===== src/rtl/johnson_pkg.sv =====
// Shared encodings for the Johnson-counter sequencer: command opcodes and FSM states.
package johnson_pkg;

  typedef enum logic [1:0] {
    OP_CLEAR   = 2'b00,
    OP_RUN_FWD = 2'b01,
    OP_RUN_REV = 2'b10,
    OP_SEEK    = 2'b11
  } op_t;

  typedef enum logic [1:0] {
    S_IDLE = 2'b00,
    S_STEP = 2'b01,
    S_FIN  = 2'b10
  } state_t;

endpackage


===== src/rtl/johnson_core.sv =====
// Twisted-ring counter with a phase index tracking its position in forward order.
module johnson_core #(
  parameter  int WIDTH = 4,
  localparam int PH_W  = $clog2(2 * WIDTH)
) (
  input  logic             clk,
  input  logic             reset,
  input  logic             en,
  input  logic             dir,
  input  logic             clr,
  output logic [WIDTH-1:0] count_out,
  output logic [PH_W-1:0]  phase
);

  // Ring length need not be a power of two, so phase wraps by explicit compare.
  localparam logic [PH_W-1:0] PH_LAST = PH_W'(2 * WIDTH - 1);
  localparam logic [PH_W-1:0] PH_ONE  = PH_W'(1);

  always_ff @(posedge clk or negedge reset) begin
    if (!reset) begin
      count_out <= '0;
      phase     <= '0;
    end else if (clr) begin
      count_out <= '0;
      phase     <= '0;
    end else if (en) begin
      if (!dir) begin
        count_out <= {count_out[WIDTH-2:0], ~count_out[WIDTH-1]};
        phase     <= (phase == PH_LAST) ? '0 : phase + PH_ONE;
      end else begin
        count_out <= {~count_out[0], count_out[WIDTH-1:1]};
        phase     <= (phase == '0) ? PH_LAST : phase - PH_ONE;
      end
    end
  end

endmodule


===== src/rtl/johnson_seq_ctrl.sv =====
// Command sequencer: accepts CLEAR/RUN_FWD/RUN_REV/SEEK, steps the Johnson core, pulses done.
module johnson_seq_ctrl
  import johnson_pkg::*;
#(
  parameter  int WIDTH  = 4,
  parameter  int STEP_W = 8,
  localparam int PH_W   = $clog2(2 * WIDTH)
) (
  input  logic              clk,
  input  logic              reset,
  input  logic              cmd_valid,
  output logic              cmd_ready,
  input  logic [1:0]        cmd_op,
  input  logic [STEP_W-1:0] cmd_arg,
  input  logic              hold,
  output logic [WIDTH-1:0]  count_out,
  output logic [PH_W-1:0]   phase,
  output logic              busy,
  output logic              done,
  output logic              err,
  output state_t            state
);

  // Handshake: a command transfers on a rising edge where cmd_valid and cmd_ready
  // are both high; cmd_ready is high only in IDLE and nothing is queued otherwise.

  localparam logic [STEP_W-1:0] RING    = STEP_W'(2 * WIDTH);
  localparam logic [STEP_W-1:0] STEP_ONE = STEP_W'(1);

  logic [STEP_W-1:0] remaining;
  logic              dir_q;
  logic              accept;
  logic              step_en;
  logic              clr;
  logic [STEP_W-1:0] phase_ext;
  logic [STEP_W-1:0] seek_dist;

  assign accept    = cmd_valid && cmd_ready;
  assign step_en   = (state == S_STEP) && !hold;
  assign clr       = accept && (op_t'(cmd_op) == OP_CLEAR);
  assign phase_ext = STEP_W'(phase);
  // Forward distance to the target; only meaningful when cmd_arg < RING.
  assign seek_dist = (cmd_arg >= phase_ext) ? (cmd_arg - phase_ext)
                                            : (cmd_arg + RING - phase_ext);

  johnson_core #(.WIDTH(WIDTH)) u_core (
    .clk       (clk),
    .reset     (reset),
    .en        (step_en),
    .dir       (dir_q),
    .clr       (clr),
    .count_out (count_out),
    .phase     (phase)
  );

  always_ff @(posedge clk or negedge reset) begin
    if (!reset) begin
      state     <= S_IDLE;
      remaining <= '0;
      dir_q     <= 1'b0;
      busy      <= 1'b0;
      done      <= 1'b0;
      err       <= 1'b0;
      cmd_ready <= 1'b1;
    end else begin
      case (state)
        S_IDLE: begin
          done <= 1'b0;
          err  <= 1'b0;
          if (accept) begin
            cmd_ready <= 1'b0;
            case (op_t'(cmd_op))
              OP_RUN_FWD, OP_RUN_REV: begin
                dir_q <= (op_t'(cmd_op) == OP_RUN_REV);
                if (cmd_arg == '0) begin
                  state <= S_FIN;
                  done  <= 1'b1;
                end else begin
                  remaining <= cmd_arg;
                  state     <= S_STEP;
                  busy      <= 1'b1;
                end
              end
              OP_SEEK: begin
                dir_q <= 1'b0;
                if (cmd_arg >= RING) begin
                  state <= S_FIN;
                  done  <= 1'b1;
                  err   <= 1'b1;
                end else if (seek_dist == '0) begin
                  state <= S_FIN;
                  done  <= 1'b1;
                end else begin
                  remaining <= seek_dist;
                  state     <= S_STEP;
                  busy      <= 1'b1;
                end
              end
              default: begin
                state <= S_FIN;
                done  <= 1'b1;
              end
            endcase
          end
        end
        S_STEP: begin
          if (!hold) begin
            remaining <= remaining - STEP_ONE;
            if (remaining == STEP_ONE) begin
              state <= S_FIN;
              busy  <= 1'b0;
              done  <= 1'b1;
            end
          end
        end
        S_FIN: begin
          state     <= S_IDLE;
          done      <= 1'b0;
          err       <= 1'b0;
          cmd_ready <= 1'b1;
        end
        default: begin
          state     <= S_IDLE;
          busy      <= 1'b0;
          done      <= 1'b0;
          err       <= 1'b0;
          cmd_ready <= 1'b1;
        end
      endcase
    end
  end

endmodule


===== config.mk =====
export PLATFORM = sky130hd
export DESIGN_NAME = johnson_seq_ctrl
export DESIGN_NICKNAME = d
export VERILOG_FILES = /design/src/rtl/johnson_pkg.sv /design/src/rtl/johnson_core.sv /design/src/rtl/johnson_seq_ctrl.sv
export SDC_FILE = /design/constraint.sdc
export NUM_CORES = 1
export LEC_CHECK = 0
export CAP_MARGIN = 40
export CORE_MARGIN = 1
export CORE_UTILIZATION = 30
export DETAILED_ROUTE_END_ITERATION = 10
export PLACE_DENSITY_LB_ADDON = 0.15
export SLEW_MARGIN = 20
export SYNTH_ARGS = -nofsm -noshare
export SYNTH_HDL_FRONTEND = slang
export SYNTH_HIERARCHICAL = 1
export SYNTH_SLANG_ARGS = --single-unit

===== constraint.sdc =====
create_clock -name clk -period 4.8 [get_ports clk]
set_input_delay 0.48 -clock clk [delete_from_list [all_inputs] [get_ports clk]]
set_output_delay 0.48 -clock clk [all_outputs]
set_load 0.005 [all_outputs]

# Yosys cells after proc, flatten, opt, wreduce, memory -nomap -nowiden
# Cells that the tools add are included.
dict set report classes {
  multipliers 0
  magnitude_cmp 2
  div_mod_pow 0
  shift 0
  reduce_logical 19
  addsub 6
  bitwise 4
  eq_ne 14
  n_mux 47
}
# cell n
set ops {}
lappend ops {{two-way mux 8 bit} 6}
lappend ops {{case mux 8 bit (2 select lines)} 2}
lappend ops {{logical NOT 8 bit} 2}
lappend ops {{two-way mux 1 bit} 16}
lappend ops {{subtractor 8 x 3 -> 8 bit} 2}
lappend ops {{two-way mux 3 bit} 5}
lappend ops {{two-way mux 2 bit} 6}
lappend ops {{two-way mux 4 bit} 3}
lappend ops {{case mux 1 bit (2 select lines)} 6}
lappend ops {{inequality test 3 bit, second input constant} 3}
lappend ops {{adder 8 x 4 -> 8 bit, second input constant} 1}
lappend ops {{equality test 8 x 1 -> 1 bit, second input constant} 1}
lappend ops {{>= comparator 8 x 3 -> 1 bit} 1}
lappend ops {{>= comparator 8 x 4 -> 1 bit, second input constant} 1}
lappend ops {{case mux 2 bit (2 select lines)} 2}
lappend ops {{AND reduction 8 bit} 1}
lappend ops {{subtractor 8 x 1 -> 8 bit, second input constant} 1}
lappend ops {{AND reduction 7 bit} 1}
lappend ops {{equality test 2 bit, second input constant} 3}
lappend ops {{AND reduction 3 bit} 2}
lappend ops {{nonzero test 2 bit} 3}
lappend ops {{equality test 2 x 1 -> 1 bit, second input constant} 2}
lappend ops {{logical NOT 2 bit} 2}
lappend ops {{inequality test 2 bit, second input constant} 2}
lappend ops {{other kinds (12)} 18}
dict set report totals {
  inputBits 14
  mem_bits_ro 0
  regBits 22
  ramBits 0
  n_memories 0
  latchBits 0
  output_inout_bits 13
  wordCells 101
}

# Longest topological paths before layout
dict set report logic_depth {
  ltp_word 9
  depth_mapped 12
  ltp_nobuf 12
}

# Modules after synthesis
# The synthesis kept the hierarchy.
# mod instances cells_per_inst area_per_inst_um2 seq_area_each_um2
set modules_own_cells {}
lappend modules_own_cells {johnson_seq_ctrl 1 227 1941.9 376.6}
lappend modules_own_cells {johnson_core 1 45 434.2 175.2}

# Least setup slack after synthesis
# Ideal clock, no wire load.
dict set report synth_timing {
  path_kind {flip-flop to flip-flop}
  from {reg u_core.phase[1]}
  to {reg remaining[1]}
  period_less_slack_ns 2.968
  setup_slack_ns 1.832
  n_path_buf 0
  path_stages_with_launch 12
  setup_time_ns 0.125
  t_arrival_ns 2.843
  t_required_ns 4.675
  cell_sequence {dfrtp_1 > inv_1 > ha_1 > fa_1 > ha_1 > a211oi_1 > and3_1 > a211oi_2 > o32ai_4 > a21oi_4 > nor3_4 > mux2_4}
}
dict set report synth_via {
  elab_chain_len 7
  word_cells_on_any_way 12
  cone_classes {add/sub: 2; order compare: 1; eq/ne: 1; mux: 6; reduce/logical: 2}
}
# element line
set synth_rtl {}
lappend synth_rtl {{start, declared} johnson_core.sv:12} ;# output logic [PH_W-1:0] phase
lappend synth_rtl {{start signal, assigned} johnson_core.sv:29} ;# phase <= (phase == PH_LAST) ? '0 : phase + PH_ONE;
lappend synth_rtl {{start signal, assigned} johnson_core.sv:32} ;# phase <= (phase == '0) ? PH_LAST : phase - PH_ONE;
lappend synth_rtl {{subtractor 8 x 3 -> 8 bit, or another cell as far along} johnson_seq_ctrl.sv:44} ;# : (cmd_arg + RING - phase_ext);
lappend synth_rtl {{two-way mux 8 bit (*)} johnson_seq_ctrl.sv:43} ;# assign seek_dist = (cmd_arg >= phase_ext) ? (cmd_arg - phase_ext)
lappend synth_rtl {{two-way mux 8 bit} johnson_seq_ctrl.sv:90} ;# end else if (seek_dist == '0) begin
lappend synth_rtl {{two-way mux 8 bit} johnson_seq_ctrl.sv:86} ;# if (cmd_arg >= RING) begin
lappend synth_rtl {{case mux 8 bit (2 select lines)} johnson_seq_ctrl.sv:72} ;# case (op_t'(cmd_op))
lappend synth_rtl {{two-way mux 8 bit} johnson_seq_ctrl.sv:70} ;# if (accept) begin
lappend synth_rtl {{case mux 8 bit (2 select lines)} johnson_seq_ctrl.sv:66} ;# case (state)
lappend synth_rtl {{end signal, assigned} johnson_seq_ctrl.sv:79} ;# remaining <= cmd_arg;
lappend synth_rtl {{end signal, assigned} johnson_seq_ctrl.sv:94} ;# remaining <= seek_dist;
lappend synth_rtl {{end signal, assigned} johnson_seq_ctrl.sv:108} ;# remaining <= remaining - STEP_ONE;
lappend synth_rtl {{end, declared} johnson_seq_ctrl.sv:30} ;# logic [STEP_W-1:0] remaining;
# Mark *: on every way between the ends. The rest lies on a longest branch, timed or not. The select of a mux whose other input is x is not followed.
# A chain may end at the register's enable or synchronous reset.

# Final worst setup path
dict set report layout_timing {
  from {in cmd_arg[1]}
  to {reg remaining[1]}
}
dict set report layout_via {
  elab_chain_len 8
  word_cells_on_any_way 18
  cone_classes {add/sub: 3; order compare: 2; eq/ne: 3; mux: 7; reduce/logical: 3}
}
# element line
set layout_rtl {}
lappend layout_rtl {{start, declared} johnson_seq_ctrl.sv:14} ;# input logic [STEP_W-1:0] cmd_arg,
lappend layout_rtl {{adder 8 x 4 -> 8 bit} johnson_seq_ctrl.sv:44}
lappend layout_rtl {{subtractor 8 x 3 -> 8 bit} johnson_seq_ctrl.sv:44}
lappend layout_rtl {{two-way mux 8 bit} johnson_seq_ctrl.sv:43}
lappend layout_rtl {{two-way mux 8 bit} johnson_seq_ctrl.sv:90}
lappend layout_rtl {{two-way mux 8 bit} johnson_seq_ctrl.sv:86}
lappend layout_rtl {{case mux 8 bit (2 select lines)} johnson_seq_ctrl.sv:72}
lappend layout_rtl {{two-way mux 8 bit} johnson_seq_ctrl.sv:70}
lappend layout_rtl {{case mux 8 bit (2 select lines)} johnson_seq_ctrl.sv:66}
# Parallel ways exist; a longest one is shown, timed or not. The select of a mux whose other input is x is not followed.

==> impl_metrics.toml <==
[setup_path]
r2r-start = "u_core/phase[1]$_DFFE_PN0P_"
cpPeakStageDelay_ns = 0.51
rr_endpoint = "remaining[1]$_DFFE_PN0P_"
critPathCaptureType = "flop"
r2r_setup_slack_ns = 1.49
cp.depth = 11
cp_cell_sequence = "clkdlybuf4s50_1, ha_1, fa_1, ha_1, a21oi_1, o211ai_1, and3_1, nor3_2, o31ai_4, nor3_4, mux2_4"
crit_top_cell = "ha_1"
crit_slowest_cell = "clkdlybuf4s50_1"
critPathMaxFanout = 8
path_delay_family = "adder cells"
path_buf_inv = 1
cp.required_ns = 4.95
criticalPathCategory = "input pin to flop"
arrival_ns = 3.64
worst_r2r_path_depth = 11
cp-start-kind = "input pin"

[cells_and_area]
antenna_cells = 0
fin_area_mm2 = 0.00278
fin_util = 0.362
multi_input_area_mm2 = 0.00168
drive_gt1_frac = 0.0980
regArea_um2 = 552
num-fill-cells = 825
layoutNonFillerInstCount = 398
nNetsFinal = 339
area_growth_pct = 17.1

[timing]
skew_ns = 0.00183
maxSlewViolCount = 0
worst_pin_slew_ns = 0.657
rsz0062_at_grt = "no"
finalHoldViolCount = 0
finalCritPeriodShare = 0.727
final-setup-viol-count = 0
max-slew-margin-rel = 0.561
fin_hold_ws_ns = 0.479
fin_setup_tns_ns = 0
setup_ws_ns = 1.31
fmax_mhz = 287
fin_crit_ns = 3.49

[floorplanning]
ios = 27
dieHeight_um = 91.0
die-area_mm2 = 0.00828
row_count = 32
coreArea_mm2 = 0.00769
initial_core_util = 0.309
die_x_um = 91.0

[worst_hold_path]
hold_path_startpoint = "busy$_DFFE_PN0P_"
hold_path_class = "flop to flop"
hold_path_depth = 1
min_to = "busy$_DFFE_PN0P_"

[routing]
ant_nets = 0
viasPerCell = 5.27
vias = 2099
avgRoutedWirePerCell_um = 15.2
dr.pass1.iters = 4
wl_um = 6060
drtIter0Drc = 72
drc_errors = 0

[pwr]
p_leak_nw = 1.12
p_total_mw = 1.36
p_per_area_mw_per_mm2 = 489
irDropWorstVdd_v = 0.000177

[synth]
syn_area_per_cell_um2 = 8.74
synth_compound_area_frac = 0.268
syn_inst = 272
synth_seq_area_share = 0.232
synth-edff-count = 0
yosysWarnings = 6
synth_area_mm2 = 0.00238
synth_mux_area_frac = 0.0279
synth_top_family_by_area = "compound AO/OA/AOI/OAI gates"
synthAdderAreaFrac = 0.154
synth_seq_cells = 22
async_flop_share = 1.00
synth-main-ff-cell = "dfrtp_1"
yosysUniqueCellTypes = 74
synth_xor_xnor_area_share = 0.0263
syn_nets = 314
synth_simple_gate_area_frac = 0.232

[clocking]
numCtsBuffers = 3
ctsResizeCount = 0
clkSinkCount = 22
clk_pin_slew_worst_paths_ns = 0.08
hold_buffers = 0
cts_setup_buffers = 0
worstSkewPairLatency_ns = 0.26
cts_tree = "built"
htree_num_levels = 1
clockBufferDepth = 2
cts_root_buf = "clkbuf_8"

[grt]
grt_pass1_vias = 2026
grt_max_degree = 19
antenna_found_initial = 0
track_usage = 0.151
globalRoute.totalOverflow = 0
grt_pass1_wl_um = 10100

[placed_design]
place_ws_ns = 1.03
finalWeightedCongestion = 0.849
io_buffer_count = 26
dp_cells = 394
dpl_cell_area_mm2 = 0.00273
dp_hpwl_um = 4920

[outcome]
status = "completed"

[flow_run]
drv_cap = 0
==> power by group <==
group          internal [mW]  leakage (nW)  switching (mW)
Combinational          0.414         0.833           0.456
Clock                 0.0731        0.0288          0.0601
Sequential             0.264         0.258          0.0927
==> placed cells by master (no fill, tap or decap), types with 3 or more instances in the layout <==
| master | Yosys | layout |
|---|---|---|
| clkdlybuf4s50_1 | 0 | 26 |
| nor3_1 | 5 | 5 |
| a21oi_1 | 16 | 16 |
| mux2i_1 | 4 | 4 |
| a211oi_1 | 8 | 8 |
| and3_1 | 6 | 6 |
| nor2b_1 | 5 | 5 |
| a311oi_1 | 3 | 3 |
| clkbuf_8 | 0 | 4 |
| o32ai_1 | 3 | 3 |
| inv_1 | 21 | 21 |
| xnor2_1 | 4 | 4 |
| o21ai_0 | 13 | 13 |
| o221ai_1 | 3 | 3 |
| ha_1 | 26 | 26 |
| dfrtp_1 | 21 | 21 |
| nand4_1 | 3 | 3 |
| nor2_1 | 28 | 28 |
| nand2b_1 | 7 | 7 |
| nand3_1 | 7 | 7 |
| nand2_1 | 16 | 16 |
==> final cells by class <==
class                   count  share of cell area
clock buffers               4              0.0198
inverters                  21              0.0283
multi-input cells         220               0.605
flip-flops and latches     22               0.198
well taps                 102              0.0459
repair buffers             29               0.103
==> cell families after synthesis <==
group | Yosys count
AND/OR/NAND/NOR | 99
AO/OA/AOI/OAI | 82
buffers and inverters | 30
adder cells (fa/ha/maj) | 28
flip-flops | 22
multiplexers | 6
XOR/XNOR | 5
==> worst max-delay path by stage <==
stage | start | end | slack (ns)
finish | cmd_arg[1] | remaining[1]$_DFFE_PN0P_ | 1.31
global placement | cmd_arg[1] | remaining[1]$_DFFE_PN0P_ | 1.12
detailed placement | cmd_arg[1] | remaining[1]$_DFFE_PN0P_ | 1.03
floorplan | cmd_arg[1] | remaining[1]$_DFFE_PN0P_ | 1.83
CTS | cmd_arg[1] | remaining[1]$_DFFE_PN0P_ | 1.34
global route | cmd_arg[1] | remaining[1]$_DFFE_PN0P_ | 1.18
==> metal layers <==
layer	share of wire	vias to the layer above	GRT usage
met5	0	-	0
met4	0.0048	0	0.0172
met3	0.021	4	0.0209
met2	0.46	25	0.247
met1	0.51	1021	0.217
li1	-	1049	-
==> registers in the layout (all words and copies together) (netlist names), 2 cells and up <==
signal            cells
u_core/count_out      4
u_core/phase          3
remaining             8
state                 2
==> Yosys cell counts, drive strengths merged (3+ instances only) <==
cell | instances | area share
o21ai | 15 | 0.032
mux2i | 4 | 0.017
clkbuf | 3 | 0.0047
dfrtp | 21 | 0.22
nand2 | 16 | 0.025
a311oi | 3 | 0.011
nor2 | 29 | 0.049
a21oi | 17 | 0.041
and3 | 6 | 0.016
a21o | 3 | 0.010
xnor2 | 5 | 0.026
buf | 5 | 0.018
o221ai | 3 | 0.011
nor2b | 6 | 0.017
nor3 | 8 | 0.026
nand3 | 7 | 0.015
a211oi | 9 | 0.031
inv | 21 | 0.033
nand4 | 3 | 0.0079
o32ai | 4 | 0.023
nand2b | 7 | 0.018
ha | 26 | 0.14
==> worst register-to-register path: stages (launching register included) <==
cell and delay [ns]:
dfrtp_1 0.48, inv_1 0.07, ha_1 0.24, fa_1 0.47, ha_1 0.23, a21oi_1 0.29, o211ai_1 0.15, and3_1 0.20
nor3_2 0.26, o31ai_4 0.15, nor3_4 0.33, mux2_4 0.34
Note: power is estimated with default switching activity, not from simulation.
